<file path="src/rtl/drum_pkg.sv">
`default_nettype none
// ============================================================================
// Package : drum_pkg
// Desc    : Shared node type and sweep FSM encoding for the drum column blocks.
// Rev     : 1.0
// ============================================================================
package drum_pkg;

   localparam int DATA_W = 18;

   typedef logic signed [DATA_W-1:0] node_t;

   typedef enum logic [1:0] {
      IDLE  = 2'd0,
      PRIME = 2'd1,
      RUN   = 2'd2,
      FIN   = 2'd3
   } sweep_state_t;

endpackage
`default_nettype wire

</file>
<file path="src/rtl/drum_column_sweeper.sv">
`default_nettype none
// ============================================================================
// Module : drum_column_sweeper
// Desc   : Streams one drum column row by row through an external node solver
//          and writes each result back in place (curr <- next, prev <- curr).
// Rev    : 1.0
// ============================================================================
module drum_column_sweeper #(
   parameter int N_ROWS    = 32,
   parameter int ADDR_W    = 5,
   parameter int DATA_W    = drum_pkg::DATA_W,
   parameter int PROBE_ROW = 16
) (
   input  logic                     clk,
   input  logic                     rst,
   input  logic                     start,
   input  logic                     is_left_edge,
   input  logic                     is_right_edge,
   output logic                     busy,
   output logic                     done,
   output logic        [ADDR_W-1:0] rd_addr,
   input  logic signed [DATA_W-1:0] curr_rd_data,
   input  logic signed [DATA_W-1:0] prev_rd_data,
   input  logic signed [DATA_W-1:0] left_rd_data,
   input  logic signed [DATA_W-1:0] right_rd_data,
   output logic                     wr_en,
   output logic        [ADDR_W-1:0] wr_addr,
   output logic signed [DATA_W-1:0] curr_wr_data,
   output logic signed [DATA_W-1:0] prev_wr_data,
   output logic signed [DATA_W-1:0] sol_left,
   output logic signed [DATA_W-1:0] sol_right,
   output logic signed [DATA_W-1:0] sol_up,
   output logic signed [DATA_W-1:0] sol_down,
   output logic signed [DATA_W-1:0] sol_u,
   output logic signed [DATA_W-1:0] sol_uprev,
   input  logic signed [DATA_W-1:0] sol_next,
   output logic signed [DATA_W-1:0] probe_out
);
   import drum_pkg::*;

   localparam logic [ADDR_W-1:0] c_last_row  = ADDR_W'(N_ROWS - 1);
   localparam logic [ADDR_W-1:0] c_probe_row = ADDR_W'(PROBE_ROW);

   sweep_state_t              r_state;
   logic                      r_busy;
   logic                      r_done;
   logic                      r_wr_en;
   logic [ADDR_W-1:0]         r_row;
   logic [ADDR_W-1:0]         r_rd_addr;
   logic signed [DATA_W-1:0]  r_dn;
   logic signed [DATA_W-1:0]  r_cur;
   logic signed [DATA_W-1:0]  r_pv;
   logic signed [DATA_W-1:0]  r_lf;
   logic signed [DATA_W-1:0]  r_rt;
   logic signed [DATA_W-1:0]  r_probe;

   logic w_first_row;
   logic w_last_row;
   logic w_need_read;

   assign w_first_row = (r_row == '0);
   assign w_last_row  = (r_row == c_last_row);
   // rd_addr runs two rows ahead of the row being written
   assign w_need_read = (int'(r_row) + 3) < N_ROWS;

   always_ff @(posedge clk) begin
      if (rst) begin
         r_state   <= IDLE;
         r_busy    <= 1'b0;
         r_done    <= 1'b0;
         r_wr_en   <= 1'b0;
         r_row     <= '0;
         r_rd_addr <= '0;
         r_dn      <= '0;
         r_cur     <= '0;
         r_pv      <= '0;
         r_lf      <= '0;
         r_rt      <= '0;
         r_probe   <= '0;
      end else begin
         r_done <= 1'b0;
         case (r_state)
            IDLE: begin
               if (start) begin
                  r_busy    <= 1'b1;
                  r_rd_addr <= ADDR_W'(1);
                  r_state   <= PRIME;
               end
            end
            PRIME: begin
               r_dn      <= '0;
               r_cur     <= curr_rd_data;
               r_pv      <= prev_rd_data;
               r_lf      <= left_rd_data;
               r_rt      <= right_rd_data;
               r_row     <= '0;
               r_rd_addr <= ADDR_W'(2);
               r_wr_en   <= 1'b1;
               r_state   <= RUN;
            end
            RUN: begin
               r_dn  <= r_cur;
               r_cur <= curr_rd_data;
               r_pv  <= prev_rd_data;
               r_lf  <= left_rd_data;
               r_rt  <= right_rd_data;
               if (r_row == c_probe_row) begin
                  r_probe <= sol_next;
               end
               if (w_last_row) begin
                  r_wr_en   <= 1'b0;
                  r_busy    <= 1'b0;
                  r_done    <= 1'b1;
                  r_row     <= '0;
                  r_rd_addr <= '0;
                  r_state   <= FIN;
               end else begin
                  r_row <= r_row + ADDR_W'(1);
                  if (w_need_read) begin
                     r_rd_addr <= r_rd_addr + ADDR_W'(1);
                  end
               end
            end
            FIN: begin
               r_state <= IDLE;
            end
            default: begin
               r_state <= IDLE;
            end
         endcase
      end
   end

   // r_wr_en is high exactly during RUN, so it also gates the solver window
   assign sol_u     = r_wr_en ? r_cur : '0;
   assign sol_uprev = r_wr_en ? r_pv  : '0;
   assign sol_down  = (r_wr_en && !w_first_row)   ? r_dn         : '0;
   assign sol_up    = (r_wr_en && !w_last_row)    ? curr_rd_data : '0;
   assign sol_left  = (r_wr_en && !is_left_edge)  ? r_lf         : '0;
   assign sol_right = (r_wr_en && !is_right_edge) ? r_rt         : '0;

   assign curr_wr_data = sol_next;
   assign prev_wr_data = r_cur;
   assign wr_en        = r_wr_en;
   assign wr_addr      = r_row;
   assign rd_addr      = r_rd_addr;
   assign busy         = r_busy;
   assign done         = r_done;
   assign probe_out    = r_probe;

endmodule
`default_nettype wire

</file>
<file path="config.mk">
export PLATFORM = sky130hd
export DESIGN_NAME = drum_column_sweeper
export DESIGN_NICKNAME = d
export VERILOG_FILES = /design/src/rtl/drum_pkg.sv /design/src/rtl/drum_column_sweeper.sv
export SDC_FILE = /design/constraint.sdc
export NUM_CORES = 1
export LEC_CHECK = 0
export ABC_AREA = 1
export BUFFER_PORTS_ARGS = -buffer_cell sky130_fd_sc_hd__buf_2
export CELL_PAD_IN_SITES_DETAIL_PLACEMENT = 0
export CELL_PAD_IN_SITES_GLOBAL_PLACEMENT = 2
export CORE_UTILIZATION = 25
export DETAILED_ROUTE_END_ITERATION = 10
export GPL_TIMING_DRIVEN = 0
export HOLD_SLACK_MARGIN = 0.02
export PLACE_DENSITY_LB_ADDON = 0.05
export REMOVE_ABC_BUFFERS = 1
export SLEW_MARGIN = 5
export SYNTH_ARGS = -nofsm -noshare
export SYNTH_HDL_FRONTEND = slang
export SYNTH_SLANG_ARGS = --single-unit
</file>
<file path="constraint.sdc">
create_clock -name clk -period 3.4 [get_ports clk]
set_input_delay 0.17 -clock clk [delete_from_list [all_inputs] [get_ports clk]]
set_output_delay 0.17 -clock clk [all_outputs]
set_load 0.1 [all_outputs]
</file>
; ---- Yosys cells after proc, flatten, opt, wreduce, memory -nomap -nowiden
; Cells that the tools add are included.
[op_classes]
n_addsub = 3
reduce_logical = 20
mux = 21
n_eq_ne = 8
bitwise_logic = 1
order_cmp = 1
[ops]
columns = operator, n
row1 = 2-to-1 mux 18 bit, 6
row2 = one-hot mux 18 bit (2 select lines), 1
row3 = 2-to-1 mux 5 bit, 4
row4 = one-hot mux 5 bit (3 select lines), 1
row5 = "adder 5 x 1 -> 5 bit, second input constant", 2
row6 = "equality test 5 bit, second input constant", 2
row7 = one-hot mux 5 bit (2 select lines), 1
row8 = one-hot mux 2 bit (4 select lines), 1
row9 = "adder 5 x 2 -> 6 bit, second input constant", 1
row10 = "less-than comparator 6 bit, second input constant", 1
row11 = AND reduction 2 bit, 3
row12 = AND reduction 3 bit, 2
row13 = zero test 5 bit, 1
row14 = "equality test 2 bit, second input constant", 2
row15 = logical AND 1 bit, 4
row16 = zero test 1 bit, 4
row17 = 2-to-1 mux 2 bit, 2
row18 = "!= test 2 bit, second input constant", 2
row19 = one-hot mux 1 bit (2 select lines), 2
row20 = nonzero test 2 bit, 2
row21 = OR reduction 2 bit, 2
row22 = 2-to-1 mux 1 bit, 3
row23 = "!= test 3 bit, second input constant", 1
row24 = nonzero test 3 bit, 1
row25 = other kinds (3), 3
[word_totals]
wordCells = 66
reg_bits = 123
in_bits = 95

; ---- Depth between registers and ports, before layout
[depth]
depth_word = 5
depth_mapped = 12
ltp_nobuf = 12

; ---- Least setup slack after synthesis
; OpenSTA, ideal clock, no wires.
[synth_path]
path_type = register to output
from = reg r_row[0] (netlist: wr_addr[0])
to = out sol_up[10]
stages_incl_launch_ff = 9
n_path_buf = 1
required_time_ns = 3.230
setup_slack_ns = 0.165
arrival_ns = 3.065
path_cell_list = dfxtp_1 > ha_1 > nand2_1 > nor2_1 > ha_1 > inv_1 > nand2_1 > buf_2 > nor2_1
[synth_between]
elab_chain_cells = 4
[synth_rtl]
columns = item, line_no
row1 = "start, declared", drum_column_sweeper.sv:48  ; logic [ADDR_W-1:0] r_row;
row2 = "start signal, assigned", drum_column_sweeper.sv:118  ; r_row <= r_row + ADDR_W'(1);
row3 = equality test 5 bit, drum_column_sweeper.sv:62  ; assign w_last_row = (r_row == c_last_row);
row4 = via w_last_row, drum_column_sweeper.sv:58  ; logic w_last_row;
row5 = zero test 1 bit, drum_column_sweeper.sv:138  ; assign sol_up = (r_wr_en && !w_last_row) ? curr_rd_data : '0;
row6 = logical AND 1 bit, drum_column_sweeper.sv:138
row7 = 2-to-1 mux 18 bit, drum_column_sweeper.sv:138
row8 = "end, declared", drum_column_sweeper.sv:32  ; output logic signed [DATA_W-1:0] sol_up,
; The timed path passes the listed nets, and every way through them passes these cells.

; ---- Worst setup path in the final report
[layout_path]
from = reg r_row[0] (netlist: wr_addr[0])
to = out sol_up[4]
; Same word-level chain as after synthesis.

==> out/qor.yml <==
grt_pass1_vias: 5193
io_pins: 270
nets: 1152
synth.area.mux_share: 0
min_path_type: "input pin to register"
grt_pass1_wl_um: 27810
finalHoldViolations: 0
dpl.hpwl_um: 11910
timing.hold.ws_ns: 0.03405
synthXorXnorAreaFrac: 0.003180
slowest_delay_ns: 0.53
crit_fanout: 19
utilization: 0.3681
worst_pin_slew_ns: 1.185
synth_compound_area_frac: 0.1804
yosys-top-cells-area: "dfxtp_1, inv_1, a21oi_1"
clock.fmax_ghz: 0.3495
groute.usage.overall: 0.1608
syn_to_final_growth_pct: 42.25
fin_crit_sh: 0.8414
critPathBufInv: 2
drcViolationCount: 0
grt_busiest_layer: "met2"
antenna_cells: 0
synth_top_family_by_area: "compound AO/OA/AOI/OAI gates"
vdd_drop_max_uv: 602.9
cp_slowest_cell: "nand2_1"
power_leakage_nw: 4.017
numCtsBuffers: 17
initial_core_util: 0.2587
drt-pass1-iter-count: 4
rsz0062_at_grt: "false"
place.port_buffers: 269
postRouteAntennaNets: 0
wirelength_um: 18160
cell_internal_pwr_w: 0.003748
cp_cell_sequence: "ha_1, nand2_1, nor2_1, ha_1, inv_1, nand2_1, nor2_1, buf_2"
start_kind: "register"
status: "complete, no violations"
synth_cell_types: 24
fp.dieH_um: 150.4
maxSlewHeadroom: 0.2099
drt_iter0_drc: 184
die_w_um: 150.4
dieArea_sq_mm: 0.02263
cts_tree: "built"
drive_above_1_share: 0.2941
syn_avg_cell_area_sq_um: 6.972
yosys.area_share.simple: 0.1792
clock_skew_ns: 0.01295
crit_family: "simple AND/OR/NAND/NOR gates"
clock_path_buffers: 2
pwr-share-seq: 0.274
p_clk_frac: 0.241
power_density_mw_per_mm2: 995.5
netlist.area_leader.share: 0.4471
antenna_found_initial: 0
ff_latch_area_sq_mm: 0.002464
synthCells: 790
mappedNetlistArea_sq_mm: 0.005508
clkLatencyLatePin_ns: 0.42
grtUsageMet2: 0.2578
cts-root-buf: "clkbuf_16"
grt_start_max_net_pins: 101
finalSetupViolCount: 0
ys_seq_area_frac: 0.4471
path_clk_slew_ns: 0.06
core_sq_mm: 0.02129
place.gp.congestion: 0.6842
p_comb_frac: 0.485
cp.required_ns: 3.23
ys_warn_count: 0
ys_ff_latch: 123
max-cap-violations: 0
dp_slack_ns: 0.7039
worstSetupPathType: "register to primary output"
endpoint_kind: "primary output"
nFillCells: 2342
grt-ovfl-total: 0
std_cell_rows: 53
vias_per_cell: 4.210
fin_ws_ns: 0.5392
swShare: 0.5195
wl_per_cell_um: 13.59
period_needed_ns: 2.861
grt_util_met1: 0.2054
htreeDepth: 4
synth_fa_ha_area_frac: 0.02045
num_vias: 5624
slew_violations: 0
multi_input_area_sq_mm: 0.002123
yosysTopAreaCell: "dfxtp_1"
switchingPower_w: 0.004052
met3_usage: 0.05061
clock-sinks: 123
worst_ep_arrival_time_ns: 2.69
==> layer usage <==
metal | share of wire | vias to the layer above
li1 | - | 2936
met2 | 0.46 | 165
met5 | 0 | -
met4 | 0.0082 | 0
met1 | 0.46 | 2512
met3 | 0.069 | 11
==> final timing paths <==
check	from	endpoint	slack, ns	cells after the start
hold / removal	curr_rd_data[5]	prev_wr_data[5]$_SDFFE_PP0P_	0.03	3
setup reg to reg	r_state[0]$_SDFFE_PP0P_	probe_out[11]$_SDFFE_PP0P_	0.79	5
setup / recovery	wr_addr[0]$_SDFFE_PP0P_	sol_up[4]	0.54	8
hold reg to reg	probe_out[15]$_SDFFE_PP0P_	probe_out[15]$_SDFFE_PP0P_	0.44	2
==> area by class of cell <==
class	instances	share of cell area
sequential	123	0.3144
multi-input combinational	452	0.2710
timing repair buffer	305	0.2204
inverter	149	0.07234
clock buffer	19	0.05653
tap	275	0.04392
clock inverter	13	0.02140
==> cells by family after synthesis <==
group,after synthesis
adder cells (fa/ha/maj),9
buffers and inverters,215
XOR/XNOR,2
AND/OR/NAND/NOR,245
flip-flops,123
AO/OA/AOI/OAI,196
==> power groups by stage <==
stage | sequential (W) | combinational (W) | clock, W
2_1_floorplan | 0.00297 | 0.00199 | 0
3_3_place_gp | 0.00221 | 0.00370 | 0
5_1_grt | 0.00220 | 0.00409 | 0.00200
4_1_cts | 0.00214 | 0.00385 | 0.00194
3_5_place_dp | 0.00217 | 0.00381 | 0
6_report | 0.00214 | 0.00378 | 0.00188
==> metrics by stage <==
stage / TNS (ns) / total power (W) / cells / cell area [sq um]
2_1_floorplan: -25.85 / 0.004966 / 724 / 5132
3_3_place_gp: -148.19 / 0.005911 / 1268 / 6823
3_5_place_dp: 0 / 0.005983 / 1270 / 6884
4_1_cts: 0 / 0.007932 / 1336 / 7835
5_1_grt: 0 / 0.008284 / 1336 / 7835
6_report: 0 / 0.007800 / 1336 / 7835
==> registers in the layout, summed over array words and instances (netlist names) <==
signal and flops:
busy 1, done 1, prev_wr_data 18, probe_out 18, r_dn 18, r_lf 18
r_pv 18, r_rt 18, r_state 2, rd_addr 5, wr_addr 5, wr_en 1
==> worst min-delay path: cells and delay by family <==
kind	cells	cell delay [ns]
AOI/OAI and AO/OA	1	0.06
buffers and inverters	2	0.16
==> placed cells by master (no fill, tap or decap), drive strengths merged, types with 9 or more instances in the layout <==
cell type,n
dlygate4sd3,34
nor2,124
a21oi,100
dfxtp,123
buf,271
inv,150
clkbuf,19
o21ai,95
ha,9
nand2,90
nand3,27
==> Yosys cell counts <==
master,number
inv_1,147
dfxtp_1,123
nor2_1,122
a21oi_1,100
o21ai_0,92
nand2_1,88
nand3_1,27
buf_4,24
clkbuf_1,22
buf_2,17
ha_1,9
buf_6,2
nand2_2,2
nand4_1,2
nor2_2,2
o21ai_1,2
xor2_1,2
clkbuf_2,1
clkinv_1,1
inv_2,1
nand4_4,1
nor3_1,1
o21ai_4,1
o22ai_1,1
==> what timing repair did <==
item | CTS | global route
gates resized for setup | 0 | 0
hold endpoints to repair | 34 | 0
buffers inserted | 0 | 0
hold buffers | 34 | 0
setup endpoints to repair | 0 | 0
Power figures use the tool's default switching activity.
